File: src/rtl/keypad_token_encoder.sv
// keypad_token_encoder
//   Input stage of the calculator datapath. It debounces 12 push switches,
//   turns debounced press edges into tokens (kind, BCD value, LCD character),
//   and buffers those tokens in a small FIFO for the calculator core.
//
// Ports
//   clk, rst     system clock, asynchronous active-high reset
//   sample_en    single-clk strobe; debounce advances only when high
//   sw[11:0]     raw switches: [9:0] digits, [10] operator, [11] equals
//   op_sel[2:0]  operator selection, captured when an operator token is made
//   tok_valid    FIFO head holds a token
//   tok_ready    consumer accepts the head
//   tok_kind     0 digit, 1 operator, 2 equals
//   tok_value    digit value / op_sel / 0
//   tok_char     LCD character code
//   overflow     sticky, a token was dropped on a full FIFO
//   multi_press  one-clk pulse when several press edges shared one sample
//
// Handshake: a token transfers on every rising clk edge where tok_valid and
// tok_ready are both high. While tok_valid is high and tok_ready is low, the
// tok_* outputs hold steady. tok_ready while tok_valid is low is ignored.
//
// Optional build macro: KEYPAD_AUTO_REPEAT_EN adds auto-repeat of held digit
// keys (REP_DELAY samples to the first repeat, then every REP_PERIOD).
//
// Timing: the sample_en edge that flips a debounced level registers the
// press edges; the token is encoded and pushed on the following clk, so it
// appears on tok_* one clk after that sample_en edge.

module keypad_token_encoder #(
  parameter int DEB_SAMPLES = 4,
  parameter int FIFO_DEPTH  = 2,
  parameter int REP_DELAY   = 50,
  parameter int REP_PERIOD  = 10
) (
  input  logic        clk,
  input  logic        rst,
  input  logic        sample_en,
  input  logic [11:0] sw,
  input  logic [2:0]  op_sel,
  output logic        tok_valid,
  input  logic        tok_ready,
  output logic [1:0]  tok_kind,
  output logic [3:0]  tok_value,
  output logic [7:0]  tok_char,
  output logic        overflow,
  output logic        multi_press
);

  localparam int AW = (FIFO_DEPTH > 2) ? $clog2(FIFO_DEPTH) : 1;
  localparam int CW = AW + 1;

  // ---------------- Debounce ----------------
  logic [11:0] r_lvl;
  logic [3:0]  r_cnt [12];
  logic [11:0] w_edge;
  logic [11:0] r_edge;

  // A press edge is the sample on which a 0 level has seen its final
  // differing sample and is about to flip to 1.
  always_comb begin
    w_edge = '0;
    for (int i = 0; i < 12; i++) begin
      w_edge[i] = sample_en && sw[i] && !r_lvl[i] &&
                  (r_cnt[i] == 4'(DEB_SAMPLES - 1));
    end
  end

  always_ff @(posedge clk or posedge rst) begin
    if (rst) begin
      r_lvl  <= '0;
      r_edge <= '0;
      for (int i = 0; i < 12; i++) r_cnt[i] <= '0;
    end else begin
      r_edge <= w_edge;
      if (sample_en) begin
        for (int i = 0; i < 12; i++) begin
          if (sw[i] != r_lvl[i]) begin
            if (r_cnt[i] == 4'(DEB_SAMPLES - 1)) begin
              r_lvl[i] <= ~r_lvl[i];
              r_cnt[i] <= '0;
            end else begin
              r_cnt[i] <= r_cnt[i] + 4'd1;
            end
          end else begin
            r_cnt[i] <= '0;
          end
        end
      end
    end
  end

  // ---------------- Encoder ----------------
  logic [3:0]  w_win;
  logic        w_any;
  logic        w_gen;
  logic [13:0] w_edge_tok;   // {kind, value, char}
  logic [7:0]  w_op_char;

  always_comb begin
    w_win = '0;
    // Descending scan so the lowest-index edge is the last assignment.
    for (int i = 11; i >= 0; i--) begin
      if (r_edge[i]) w_win = 4'(i);
    end
  end

  assign w_any = |r_edge;

  always_comb begin
    w_op_char = 8'h00;
    case (op_sel)
      3'd0: w_op_char = 8'h2B;
      3'd1: w_op_char = 8'h2D;
      3'd2: w_op_char = 8'hD7;
      3'd3: w_op_char = 8'h2F;
      3'd4: w_op_char = 8'hF7;
      3'd5: w_op_char = 8'h5E;
      3'd6: w_op_char = 8'h21;
      default: w_op_char = 8'h00;
    endcase
  end

  always_comb begin
    w_gen      = 1'b1;
    w_edge_tok = '0;
    if (w_win == 4'd10) begin
      w_edge_tok = {2'd1, 1'b0, op_sel, w_op_char};
      w_gen      = (op_sel != 3'd7);   // reserved operator makes no token
    end else if (w_win == 4'd11) begin
      w_edge_tok = {2'd2, 4'd0, 8'h3D};
    end else begin
      w_edge_tok = {2'd0, w_win, 8'h30 + {4'h0, w_win}};
    end
  end

  // ---------------- Auto repeat ----------------
  logic        w_rep_push;
  logic [13:0] w_rep_tok;

`ifdef KEYPAD_AUTO_REPEAT_EN
  logic        r_hold_act;
  logic [3:0]  r_hold_key;
  logic [15:0] r_hold_cnt;
  logic        r_hold_first;
  logic [15:0] w_hold_tgt;
  logic        w_hold_hit;

  assign w_hold_tgt = r_hold_first ? 16'(REP_DELAY) : 16'(REP_PERIOD);
  assign w_hold_hit = (r_hold_cnt + 16'd1) == w_hold_tgt;
  assign w_rep_push = r_hold_act && sample_en && r_lvl[r_hold_key] &&
                      w_hold_hit && !w_any;
  assign w_rep_tok  = {2'd0, r_hold_key, 8'h30 + {4'h0, r_hold_key}};

  always_ff @(posedge clk or posedge rst) begin
    if (rst) begin
      r_hold_act   <= 1'b0;
      r_hold_key   <= '0;
      r_hold_cnt   <= '0;
      r_hold_first <= 1'b1;
    end else if (w_any) begin
      // Any new press restarts tracking; only digits are tracked.
      r_hold_act   <= (w_win < 4'd10);
      r_hold_key   <= w_win;
      r_hold_cnt   <= '0;
      r_hold_first <= 1'b1;
    end else if (r_hold_act && sample_en) begin
      if (!r_lvl[r_hold_key]) begin
        r_hold_act <= 1'b0;
      end else if (w_hold_hit) begin
        r_hold_cnt   <= '0;
        r_hold_first <= 1'b0;
      end else begin
        r_hold_cnt <= r_hold_cnt + 16'd1;
      end
    end
  end
`else
  assign w_rep_push = 1'b0;
  assign w_rep_tok  = '0;
`endif

  // ---------------- Token FIFO ----------------
  logic [13:0]   r_mem [FIFO_DEPTH];
  logic [AW-1:0] r_wr;
  logic [AW-1:0] r_rd;
  logic [CW-1:0] r_count;
  logic          r_ovf;
  logic          r_multi;
  logic          w_push;
  logic [13:0]   w_push_tok;
  logic          w_pop;
  logic          w_full;
  logic          w_accept;

  assign w_push     = (w_any && w_gen) || w_rep_push;
  assign w_push_tok = w_any ? w_edge_tok : w_rep_tok;
  assign w_pop      = tok_valid && tok_ready;
  assign w_full     = (r_count == CW'(FIFO_DEPTH));
  // A pop in the same clk frees the slot, so a full FIFO still accepts.
  assign w_accept   = w_push && (!w_full || w_pop);

  always_ff @(posedge clk or posedge rst) begin
    if (rst) begin
      for (int i = 0; i < FIFO_DEPTH; i++) r_mem[i] <= '0;
      r_wr    <= '0;
      r_rd    <= '0;
      r_count <= '0;
      r_ovf   <= 1'b0;
      r_multi <= 1'b0;
    end else begin
      r_multi <= w_any && ((r_edge & (r_edge - 12'd1)) != 12'd0);
      if (w_push && w_full && !w_pop) r_ovf <= 1'b1;
      if (w_accept) begin
        r_mem[r_wr] <= w_push_tok;
        r_wr        <= r_wr + 1'b1;
      end
      if (w_pop) r_rd <= r_rd + 1'b1;
      case ({w_accept, w_pop})
        2'b10:   r_count <= r_count + CW'(1);
        2'b01:   r_count <= r_count - CW'(1);
        default: r_count <= r_count;
      endcase
    end
  end

  assign tok_valid   = (r_count != '0);
  assign tok_kind    = r_mem[r_rd][13:12];
  assign tok_value   = r_mem[r_rd][11:8];
  assign tok_char    = r_mem[r_rd][7:0];
  assign overflow    = r_ovf;
  assign multi_press = r_multi;

endmodule

File: config.mk
export PLATFORM = sky130hd
export DESIGN_NAME = keypad_token_encoder
export DESIGN_NICKNAME = d
export VERILOG_FILES = /design/src/rtl/keypad_token_encoder.sv
export SDC_FILE = /design/constraint.sdc
export NUM_CORES = 1
export LEC_CHECK = 0
export CAP_MARGIN = 20
export CORE_MARGIN = 4
export CORE_UTILIZATION = 40
export DETAILED_ROUTE_END_ITERATION = 8
export PLACE_DENSITY = 0.59
export SYNTH_ARGS = -nofsm -noshare
export SYNTH_HDL_FRONTEND = slang
export SYNTH_SLANG_ARGS = --single-unit
File: constraint.sdc
create_clock -name clk -period 7.2 [get_ports clk]
set_clock_uncertainty 0.2 [all_clocks]
set_input_delay 1.08 -clock clk [delete_from_list [all_inputs] [get_ports clk]]
set_output_delay 1.08 -clock clk [all_outputs]
set_load 0.02 [all_outputs]
== After elaboration in Yosys (flattened, before gate mapping) ==
Cells that the tools add are included.
Cells by class
  $lt $le $gt $ge: 3
  bitwise gates (word level): 15
  multiplexer cells: 48
  equality and inequality tests: 36
  add/sub/neg operators: 18
  reductions and logical operators: 75
Operator list (count)
  $mux W4: 36
  $mux W14: 7
  $pmux W8 S7: 1
  $add A4 B1 Y4 const B: 12
  $eq A4 B2 Y1 const B: 12
  $logic_and A1 B1 Y1: 43
  $reduce_and A3 Y1: 12
  $bwmux W28: 1
  $demux W14 S1: 1
  $logic_not A1 Y1: 14
  $and A12 B12 Y12: 1
  $ne A1 B1 Y1: 12
  $not A1 Y1: 12
  $reduce_bool A12 Y1: 1
  $reduce_or A12 Y1: 1
  $sub A12 B1 Y12 const B: 1
  $eq A3 B3 Y1 const B: 3
  $eq A4 B4 Y1 const B: 2
  $add A6 B4 Y7 const A: 1
  $eq A3 B2 Y1 const B: 2
  $eq A2 B2 Y1 const B: 2
  $ge A2 B2 Y1 const B: 2
  $not A1 Y2: 2
  $pmux W2 S2: 1
  11 further kinds: 13
Storage, ports and cells
  register bits: 106
  logic and storage cells: 227
  input bits: 19
  output and inout port bits: 17

== Longest topological paths before layout ==
Gate-level depths: netlist of run 1.
  depth in word-level cells: 18
  depth in mapped cells: 10
  gate-level depth less buffers: 9

== Worst setup path before layout of run 1 ==
Ideal clock, no wire load.
  path kind: input to register
  from: input port op_sel[1]
  to: register r_mem[10] (netlist name)
  arrival: 2.376 ns
  setup slack: 4.499 ns
  cell stages on the path: 6
  path through: buf_2 > nand3_1 > or4_4 > and2_1 > buf_6 > mux2_4
On the way
  longest elaborated chain between the ends: 4
RTL lines
  from (decl): RTL line 40  | input logic [2:0] op_sel,
  $ne A3 B3 Y1: RTL line 129  | w_gen = (op_sel != 3'd7);
  $mux W1: RTL line 127  | if (w_win == 4'd10) begin
  $logic_and A1 B1 Y1: RTL line 196  | assign w_push = (w_any && w_gen) || w_rep_push;
  $logic_and A1 B1 Y1: RTL line 201  | assign w_accept = w_push && (!w_full || w_pop);
  to (signal, indexed assignment): RTL line 215  | r_mem[r_wr] <= w_push_tok;
  to (decl): RTL line 184  | logic [13:0] r_mem [FIFO_DEPTH];
Every way passes these cells.
A chain may end at the register's enable or synchronous reset.

== Worst setup path after layout of run 1 ==
  from: register r_rd
  to: output port tok_value[3]
On the way
  longest elaborated chain between the ends: 4
RTL lines
  from (decl): RTL line 186  | logic [AW-1:0] r_rd;
  from (signal assigned): RTL line 218  | if (w_pop) r_rd <= r_rd + 1'b1;
  $not A1 Y2 (not written as such): RTL line 229  | assign tok_value = r_mem[r_rd][11:8];
  $mux W14 (3 in series)
  to (decl): RTL line 44  | output logic [3:0] tok_value,
Every way passes these cells. The select of a mux whose other input is x is not followed.

==> summary.txt, run 1 <==
Die
  – Row count: 42
  – Die area: 15900 um2
  – Die X: 126 um
  – Core area: 13500 um2
  – Starting Density: 41.5%
  – Die height: around 130 um
  – IO Pins: 36

Global routing
  – Vias in the first global route: ~4000
  – Total gr overflow: 0
  – GRT Total Usage: 14.2%
  – Global-route wire length before repair: 18900 um
  – Antenna violations before repair: 0
  – Largest net degree at the start of global routing: 75

Layout
  – FILL cells: about 1300
  – Highest-count cells in the layout ignoring fill and taps: dfrtp_1 (106), o21ai_0 (55), nand2_1 (50)
  – Antenna diode count: 0
  – Share of cells above drive strength 1: 10.1%
  – Finished Layout Cells: 760
  – Most common library cell in the layout ignoring fill and taps: dfrtp_1
  – Nets@finish: 611
  – Area Overhead vs Synth: 14.5%

Power and ir drop
  – Power per standard cell area: 346 nW/um2
  – Static leakage: between 0.002 and 0.003 uW
  – Max VDD drop: approximately 0.14 mV

Synth
  – Synth top area share: 47.6%
  – Ys async rst share: 100%
  – Synth top area cells: dfrtp_1 (48%), o21ai_0 (4.9%), mux2_4 (4.3%)
  – Syn Nets: just under 600
  – Netlist cell types: 53
  – Sequential area share after synthesis: 47.6%
  – Syn Inst Count: 551
  – Most area-hungry cell type in the Yosys netlist: dfrtp_1
  – Syn avg cell area: 10.1 um2
  – Post-Syn Area: 5580 um2
  – Synth warnings: 0
  – Primary FF master, synth: dfrtp_1
  – Number of flops mapped to enable cells by yosys: 0
  – Flops & latches, synth: 106

Detailed routing
  – Iteration-0 DRC Markers: 300
  – Final WL: 10600 um
  – Avg Vias per Cell: between 5 and 6
  – Vias: approximately 4000
  – Routed Antenna Nets: 0
  – Routed wire length per instance: 13.9 um
  – Post-route DRC: 0
  – Detailed Routing Iterations Pass 1: 4

Timing
  – Slew @ Worst Pin: 0.935 ns
  – Final hold violations: 0
  – Relative slew margins: 37.6%
  – Fmax: 293 MHz
  – Setup TNS: 0 ns
  – Final setup fails: 0
  – Tcrit/Tclk final: between 40 and 50%
  – RSZ-0062 raised after global routing: false
  – Final Max Tran Viols: 0
  – Min cycle time layout: roughly 3.4 ns

Setup path
  – CP max stage cell: dfrtp_1
  – Worst-path cell chain: mux2_2 > clkdlybuf4s50_1
  – Crit end category: output port
  – Worst EP arrival: 2.13 ns
  – Critical path launch point type: register
  – Worst path max stage delay: 0.80 ns
  – Required time of the critical path: 5.92 ns
  – Top fanout value on the critical path: 15
  – WP buf/inv: 1
  – Top delay family on crit path: flip-flops
  – Crit Path Category: reg -> out

CTS
  – Bufs on Longest Clock Path: 2
  – H-Tree Depth: 3
  – Clock transition at the registers of the reported paths: 0.07 ns
  – Clock latency at the later pin of the worst-skew pair: 0.34 ns
  – Post-CTS sizing: 0
  – CTS sink cnt: 106
  – Root buffer cell: clkbuf_16
  – Number of buffers added for setup after CTS: 0
  – CTS Hold Bufs: 0
  – CTS tree: done
  – CTS buffer count: 9

Placement
  – # port buffers: 35
  – Post-DP HPWL: 7370 um
  – Placed Cells: 744
  – Final Wtd Congestion: 0.832

Flow run
  – Max_cap viols: 0

Min path
  – Min-delay worst type: reg -> reg

Outcome
  – Outcome: complete, no violations
-- cell type report --
type | instances | area, um2 | share of cell area [%]
Multi-Input combinational cell | 383 | 2670 | 41.9
Sequential cell | 106 | 2650 | 41.5
Timing Repair Buffer | 37 | 360 | 5.64
Clock buffer | 11 | 243 | 3.80
Tap cell | 176 | 220 | 3.45
Inverter | 42 | 160 | 2.51
Clock inverter | 5 | 77.6 | 1.21
-- per-stage QoR --
step	hold slack (ns)	setup slack [ns]	total power, uW	area, um2	util [%]
4_1_cts	0.275	3.76	2240	6390	47.5
2_1_floorplan	0.243	3.13	1490	5580	-
5_1_grt	0.298	3.70	2380	6390	47.5
6_report	0.274	3.79	2210	6390	47.5
3_3_place_gp	0.258	3.70	1670	6070	45.1
3_5_place_dp	0.266	3.61	1700	6070	45.1
-- final timing paths --
check | startpoint | to | slack [ns] | cells after the start
max | r_rd | tok_value[3] | 3.79 | 2
min | r_lvl[9] | r_edge[9] | 0.27 | 1
max reg2reg | r_edge[0] | r_mem[11] | 4.46 | 5
min reg2reg | r_lvl[9] | r_edge[9] | 0.27 | 1
max in group asynchronous | rst | r_mem[3] | 4.63 | 3
min in group asynchronous | rst | r_cnt[45] | 0.88 | 2
-- report_power, final --
group	total, uW	internal (uW)	switching (uW)
clock	523	313	210
combinational	696	349	347
sequential	991	791	199
-- flip-flops by register name, summed over array words and instances (netlist names) --
signal / flops
r_wr: 1
multi_press: 1
r_edge: 12
r_cnt: 48
overflow: 1
r_mem: 28
r_lvl: 12
r_count: 2
r_rd: 1
-- cells by family (layout without fill, tap and decap cells) --
logic type	count (synthesis)	after routing	share of synthesized area (%)
AND/OR/NAND/NOR	181	181	16.7
AO/OA/AOI/OAI	111	111	12.6
flip-flops	106	106	47.6
buffers and inverters	62	95	4.51
multiplexers	58	58	12.5
XOR/XNOR	18	18	2.83
adder cells (fa/ha/maj)	15	15	3.28
-- cell usage after synthesis (all sizes together) (2+ instances only) --
cell,n
nand2,51
and3,14
clkbuf,13
nand4,2
o311ai,12
maj3,2
o2111ai,2
inv,42
nor4,2
mux2i,13
nor2,37
xor2,15
buf,7
o31ai,14
a211oi,2
o21ba,2
ha,13
o21ai,62
dfrtp,106
and2,3
mux2,45
nand3,40
o31a,3
or2,2
nor3b,2
a21oi,8
or4,4
nor3,8
nor4b,12
xnor2,3
-- metal layers --
layer	GRT usage (%)	part of all wire, %
met4	4.04	1.2
met5	0	0
met2	23.2	47
met1	18.6	48
met3	4.15	4.3
Power figures use the tool's default switching activity.
==> run 2, diff against run 1 <==
Settings changed: PLACE_DENSITY 0.59 to 0.61.
Clock period 7.2 ns to 3.06 ns, I/O delays scaled along.
==> run 2 against run 1 <==
Core utilization rose by 0.44 points; die area did not move; total power rose by 130%; largest power group unchanged; critical endpoint is now tok_char[1]; critical path depth did not move; largest cell class unchanged.
==> summary.txt, run 2 (synthesized netlist as in run 1, its figures left out) <==
Layout
  – Area Overhead vs Synth: 15.6% (was 14.5%)
  – Max reg flops: 48 (unchanged)
  – Antenna diode count: 0 (unchanged)
  – FILL cells: 1249 (was 1279)
  – Nets@finish: 618 (was 611)
  – Post-route cell area: 6450 um2 (was 6390 um2)
  – Fin util: 47.9% (was 47.5%)
  – Share of cells above drive strength 1: 10.7% (was 10.1%)
  – Largest regs: r_cnt: 48 flops, r_mem: 28 flops (unchanged)
  – Most common library cell in the layout ignoring fill and taps: dfrtp_1 (unchanged)
  – Largest Register: r_cnt (unchanged)
  – Highest-count cells in the layout ignoring fill and taps: dfrtp_1 (106), o21ai_0 (55), nand2_1 (50) (unchanged)

Die
  – IO Pins: 36 (unchanged)
  – Row count: 42 (unchanged)
  – Die height: 126 um (unchanged)
  – Core area: 13500 um2 (unchanged)
  – Starting Density: 41.5% (unchanged)
  – Die area: 15900 um2 (unchanged)
  – Die X: 126 um (unchanged)

Setup path
  – Worst path max stage delay: 0.77 ns (was 0.80 ns)
  – Critical path launch point type: register (unchanged)
  – Required time of the critical path: 2.40 ns (was 5.92 ns)
  – WP buf/inv: 1 (unchanged)
  – Worst EP arrival: 2.09 ns (was 2.13 ns)
  – Reg-to-Reg Start: r_edge[7] (was r_edge[0])
  – Crit end category: output port (unchanged)
  – Worst-path cell chain: mux2_2 > clkdlybuf4s50_1 (unchanged)
  – FF-to-FF path depth: 6 (was 5)
  – Top delay family on crit path: flip-flops (unchanged)
  – Reg2Reg Capture Point: r_mem[10] (was r_mem[11])
  – Top fanout value on the critical path: 15 (unchanged)
  – CP max stage cell: dfrtp_1 (unchanged)
  – R2R Setup Slk: 0.39 ns (was 4.46 ns)
  – Crit Path Category: reg -> out (unchanged)

CTS
  – Clock transition at the registers of the reported paths: 0.06 ns (was 0.07 ns)
  – Root buffer cell: clkbuf_16 (unchanged)
  – H-Tree Depth: 3 (unchanged)
  – Number of buffers added for setup after CTS: 0 (unchanged)
  – CTS buffer count: 9 (unchanged)
  – Bufs on Longest Clock Path: 2 (unchanged)
  – CTS tree: done (unchanged)
  – CTS sink cnt: 106 (unchanged)
  – Clock latency at the later pin of the worst-skew pair: 0.35 ns (was 0.34 ns)
  – Post-CTS sizing: 0 (unchanged)
  – CTS Hold Bufs: 0 (unchanged)

Timing
  – Tcrit/Tclk final: 89.7%
  – Final hold violations: 0 (unchanged)
  – Final Max Tran Viols: 0 (unchanged)
  – Worst hold margin: 0.278 ns (was 0.274 ns)
  – Relative slew margins: 55.2% (was 37.6%)
  – Min cycle time layout: 2.74 ns
  – Fmax: 364 MHz
  – Setup TNS: 0 ns (unchanged)
  – Slew @ Worst Pin: 0.671 ns (was 0.935 ns)
  – RSZ-0062 raised after global routing: false (unchanged)
  – Final setup fails: 0 (unchanged)

Detailed routing
  – Iteration-0 DRC Markers: 213 (was 300)
  – Vias: 4121 (was 4038)
  – Detailed Routing Iterations Pass 1: 5 (was 4)
  – Final WL: 10600 um (about the same)
  – Avg Vias per Cell: 5.39 (was 5.31)
  – Post-route DRC: 0 (unchanged)
  – Routed wire length per instance: 13.8 um (was 13.9 um)
  – Routed Antenna Nets: 0 (unchanged)

Placement
  – Final Wtd Congestion: 0.902 (was 0.832)
  – Post-DP HPWL: 7560 um (was 7370 um)
  – DP Area: 6170 um2 (was 6070 um2)
  – # port buffers: 35 (unchanged)

Flow run
  – Max_cap viols: 0 (unchanged)

Power and ir drop
  – Power per standard cell area: 792 nW/um2 (was 346 nW/um2)
  – Static leakage: 0.00282 uW (was 0.00280 uW)
  – Final Total Pwr: 5100 uW (was 2210 uW)
  – Max VDD drop: 0.264 mV (was 0.138 mV)

Min path
  – Worst Hold Depth: 2 (was 1)
  – Min-delay worst type: reg -> reg (unchanged)
  – Hold worst-path end: r_mem[14] (was r_edge[9])
  – HP Start: r_mem[14] (was r_lvl[9])

Global routing
  – Vias in the first global route: 3843 (was 3984)
  – GRT Total Usage: 13.8% (was 14.2%)
  – Total gr overflow: 0 (unchanged)
  – Largest net degree at the start of global routing: 70 (was 75)
  – Global-route wire length before repair: 18200 um (was 18900 um)
  – Antenna violations before repair: 0 (unchanged)

Outcome
  – Outcome: complete, no violations (unchanged)
-- run 2: worst max-delay path by stage --
stage	startpoint	to	slack [ns]	cells past startpoint
final	r_rd	tok_char[1]	0.32	2
after detailed placement	op_sel[0]	r_mem[4]	0.40	5
after floorplan	r_edge[8]	r_mem[10]	0.69	7
after CTS	r_rd	tok_value[1]	0.28	2
after global routing	r_edge[10]	r_mem[6]	0.20	6
after global placement	r_edge[7]	r_mem[4]	0.43	6
-- run 2: metal layers --
| layer | routed length [um] | GRT usage (%) | part of all wire (%) |
|---|---|---|---|
| met1 | 5110 | 19.3 | 48 |
| met2 | 4910 | 21.6 | 46 |
| met3 | 389 | 2.16 | 3.7 |
| met4 | 167 | 5.11 | 1.6 |
| met5 | 0 | 0 | 0 |
-- run 2: area by class of cell --
| type | count | area [um2] | area share, % |
|---|---|---|---|
| clock buffers | 11 | 233 | 3.61 |
| multi-input cells | 383 | 2670 | 41.5 |
| well taps | 176 | 220 | 3.42 |
| inverters | 42 | 161 | 2.50 |
| repair buffers | 44 | 463 | 7.18 |
| clock inverters | 3 | 42.5 | 0.660 |
| flip-flops and latches | 106 | 2650 | 41.1 |
-- run 2: report_power, final --
group          switching, uW  internal [uW]
Combinational            813            844
Sequential               467           1860
Clock                    494            625
Total                   1770           3330
-- run 2: through the flow --
step                setup WS, ns  instances
detailed placement         0.397        751
global route               0.204        765
floorplan                  0.690        551
global placement           0.431        751
CTS                        0.283        765
finish                     0.316        765
-- run 2: worst min-delay path, cell delays in order, from the launching register on --
cell	delay [ns]
dfrtp_1	0.34
nand2_1	0.05
o31ai_1	0.05
==> run 3, diff against run 2 <==
Settings changed: PLACE_DENSITY 0.61 to 0.59.
Clock period 3.06 ns to 3.3 ns, I/O delays scaled along.
==> run 3 against run 2 <==
Clock-buffer cell count is 1 higher; total power is 7.5% lower; sequential share of layout area is 0.15 points higher; combinational power is 8% lower; highest routed layer unchanged.
==> summary.txt, run 3 (synthesized netlist as in run 1, its figures left out) <==
Outcome
  – Outcome: complete, no violations (unchanged)

Global routing
  – Global-route wire length before repair: 18400 um (was 18200 um)
  – Total gr overflow: 0 (unchanged)
  – GRT Total Usage: 13.9% (was 13.8%)
  – Vias in the first global route: 3886 (was 3843)
  – Antenna violations before repair: 0 (unchanged)
  – Largest net degree at the start of global routing: 57 (was 70)

Power and ir drop
  – Total net switching power: 1620 uW (was 1770 uW)
  – Comb power frac: 32.2% (was 32.5%)
  – Power per standard cell area: 735 nW/um2 (was 792 nW/um2)
  – Sw frac: 34.3% (was 34.7%)
  – Internal: 3100 uW (was 3330 uW)
  – Clk pwr share: 22.2% (was 21.9%)
  – Sequential power share: 45.6% (about the same)
  – Static leakage: 0.00282 uW (about the same)
  – Max VDD drop: 0.355 mV (was 0.264 mV)

Setup path
  – Crit Path Category: reg -> out (unchanged)
  – Reg2Reg Capture Point: r_mem[24] (was r_mem[10])
  – R2R Setup Slk: 0.58 ns (was 0.39 ns)
  – Reg-to-Reg Start: r_edge[8] (was r_edge[7])
  – Crit end category: output port (unchanged)
  – Worst EP arrival: 2.11 ns (was 2.09 ns)
  – Critical path launch point type: register (unchanged)
  – FF-to-FF path depth: 5 (was 6)
  – Critical Path End: tok_value[0] (was tok_char[1])
  – Top fanout value on the critical path: 15 (unchanged)
  – Required time of the critical path: 2.60 ns (was 2.40 ns)
  – Critical Path Source: r_rd (unchanged)

Die
  – Die X: 126 um (unchanged)
  – Row count: 42 (unchanged)
  – Die height: 126 um (unchanged)
  – Core area: 13500 um2 (unchanged)
  – IO Pins: 36 (unchanged)
  – Starting Density: 41.5% (unchanged)
  – Die area: 15900 um2 (unchanged)

Timing
  – Relative slew margins: 46.1% (was 55.2%)
  – Final setup fails: 0 (unchanged)
  – Setup TNS: 0 ns (unchanged)
  – Fmax: 357 MHz
  – RSZ-0062 raised after global routing: false (unchanged)
  – Final Max Tran Viols: 0 (unchanged)
  – Tcrit/Tclk final: 84.9%
  – Min cycle time layout: 2.80 ns
  – Final hold violations: 0 (unchanged)
  – Worst hold margin: 0.268 ns (was 0.278 ns)
  – Slew @ Worst Pin: 0.807 ns (was 0.671 ns)

CTS
  – Bufs on Longest Clock Path: 2 (unchanged)
  – CTS buffer count: 9 (unchanged)
  – CTS sink cnt: 106 (unchanged)
  – Number of buffers added for setup after CTS: 0 (unchanged)
  – CTS Hold Bufs: 0 (unchanged)
  – Clock transition at the registers of the reported paths: 0.07 ns (was 0.06 ns)
  – Post-CTS sizing: 0 (unchanged)
  – H-Tree Depth: 3 (unchanged)
  – CTS tree: done (unchanged)
  – Root buffer cell: clkbuf_16 (unchanged)
  – Clock latency at the later pin of the worst-skew pair: 0.34 ns (was 0.35 ns)

Placement
  – Final Wtd Congestion: 0.828 (was 0.902)
  – DP Area: 6140 um2 (was 6170 um2)
  – # port buffers: 35 (unchanged)
  – Post-DP HPWL: 7460 um (was 7560 um)

Layout
  – Most common library cell in the layout ignoring fill and taps: dfrtp_1 (unchanged)
  – Largest Register: r_cnt (unchanged)
  – Highest-count cells in the layout ignoring fill and taps: dfrtp_1 (106), o21ai_0 (55), nand2_1 (50) (unchanged)
  – Largest regs: r_cnt: 48 flops, r_mem: 28 flops (unchanged)
  – Max reg flops: 48 (unchanged)
  – Area Overhead vs Synth: 15.1% (was 15.6%)
  – Post-route cell area: 6420 um2 (was 6450 um2)
  – Share of cells above drive strength 1: 10.4% (was 10.7%)
  – Nets@finish: 615 (was 618)
  – Antenna diode count: 0 (unchanged)

Detailed routing
  – Avg Vias per Cell: 5.32 (was 5.39)
  – Iteration-0 DRC Markers: 213 (unchanged)
  – Routed Antenna Nets: 0 (unchanged)
  – Routed wire length per instance: 13.6 um (was 13.8 um)
  – Final WL: 10400 um (was 10600 um)
  – Vias: 4060 (was 4121)
  – Post-route DRC: 0 (unchanged)
  – Detailed Routing Iterations Pass 1: 5 (unchanged)

Flow run
  – Max_cap viols: 0 (unchanged)

Min path
  – Min-delay worst type: reg -> reg (unchanged)
## run 3: cell types whose count changed in the layout (fill, tap and decap cells not counted), sizes merged
cell / before / now
clkinv: 1 / 2
clkbuf: 11 / 12
buf: 10 / 7
clkinvlp: 2 / 1
## run 3: metrics by stage
| step | cells | total power [uW] | worst slack [ns] | utilization [%] |
|---|---|---|---|---|
| finish | 763 | 4720 | 0.497 | 47.7 |
| global route | 763 | 5110 | 0.393 | 47.7 |
| CTS | 763 | 4790 | 0.447 | 47.7 |
| detailed placement | 748 | 3710 | 0.441 | 45.6 |
| global placement | 748 | 3650 | 0.490 | 45.6 |
| floorplan | 551 | 3260 | 0.930 | - |
## run 3: how the worst min path moves through the flow
stage              from         to  slack, ns  cells past startpoint
2_1_floorplan  r_mem[0]   r_mem[0]       0.24                      2
3_3_place_gp   r_lvl[0]  r_edge[0]       0.26                      1
3_5_place_dp   r_lvl[0]  r_edge[0]       0.26                      1
4_1_cts        r_lvl[0]  r_edge[0]       0.27                      1
5_1_grt        r_lvl[0]  r_edge[0]       0.30                      1
6_report       r_lvl[0]  r_edge[0]       0.27                      1
## run 3: power groups by stage
stage | Clock, uW | Sequential, uW | Combinational, uW
detailed placement | 0 | 2180 | 1530
global route | 1140 | 2230 | 1730
global placement | 0 | 2150 | 1500
CTS | 1100 | 2160 | 1540
finish | 1050 | 2160 | 1520
floorplan | 0 | 2050 | 1210
## run 3: routing by layer
metal / global-route usage, % / wire length [um]
met5: 0 / 0
met4: 3.85 / 135
met3: 4.28 / 449
met2: 22.7 / 4920
met1: 18.1 / 4850
## run 3: critical path, cell delays in order (launching register included)
cell             delay [ns]
dfrtp_1                0.80
mux2_2                 0.42
clkdlybuf4s50_1        0.55
## run 3: final cells by class
cell class	instances	area (um2)
fillers	1284	7030
multi-input cells	383	2670
flip-flops and latches	106	2650
repair buffers	41	428
clock buffers	12	246
well taps	176	220
inverters	42	161
clock inverters	3	40.0
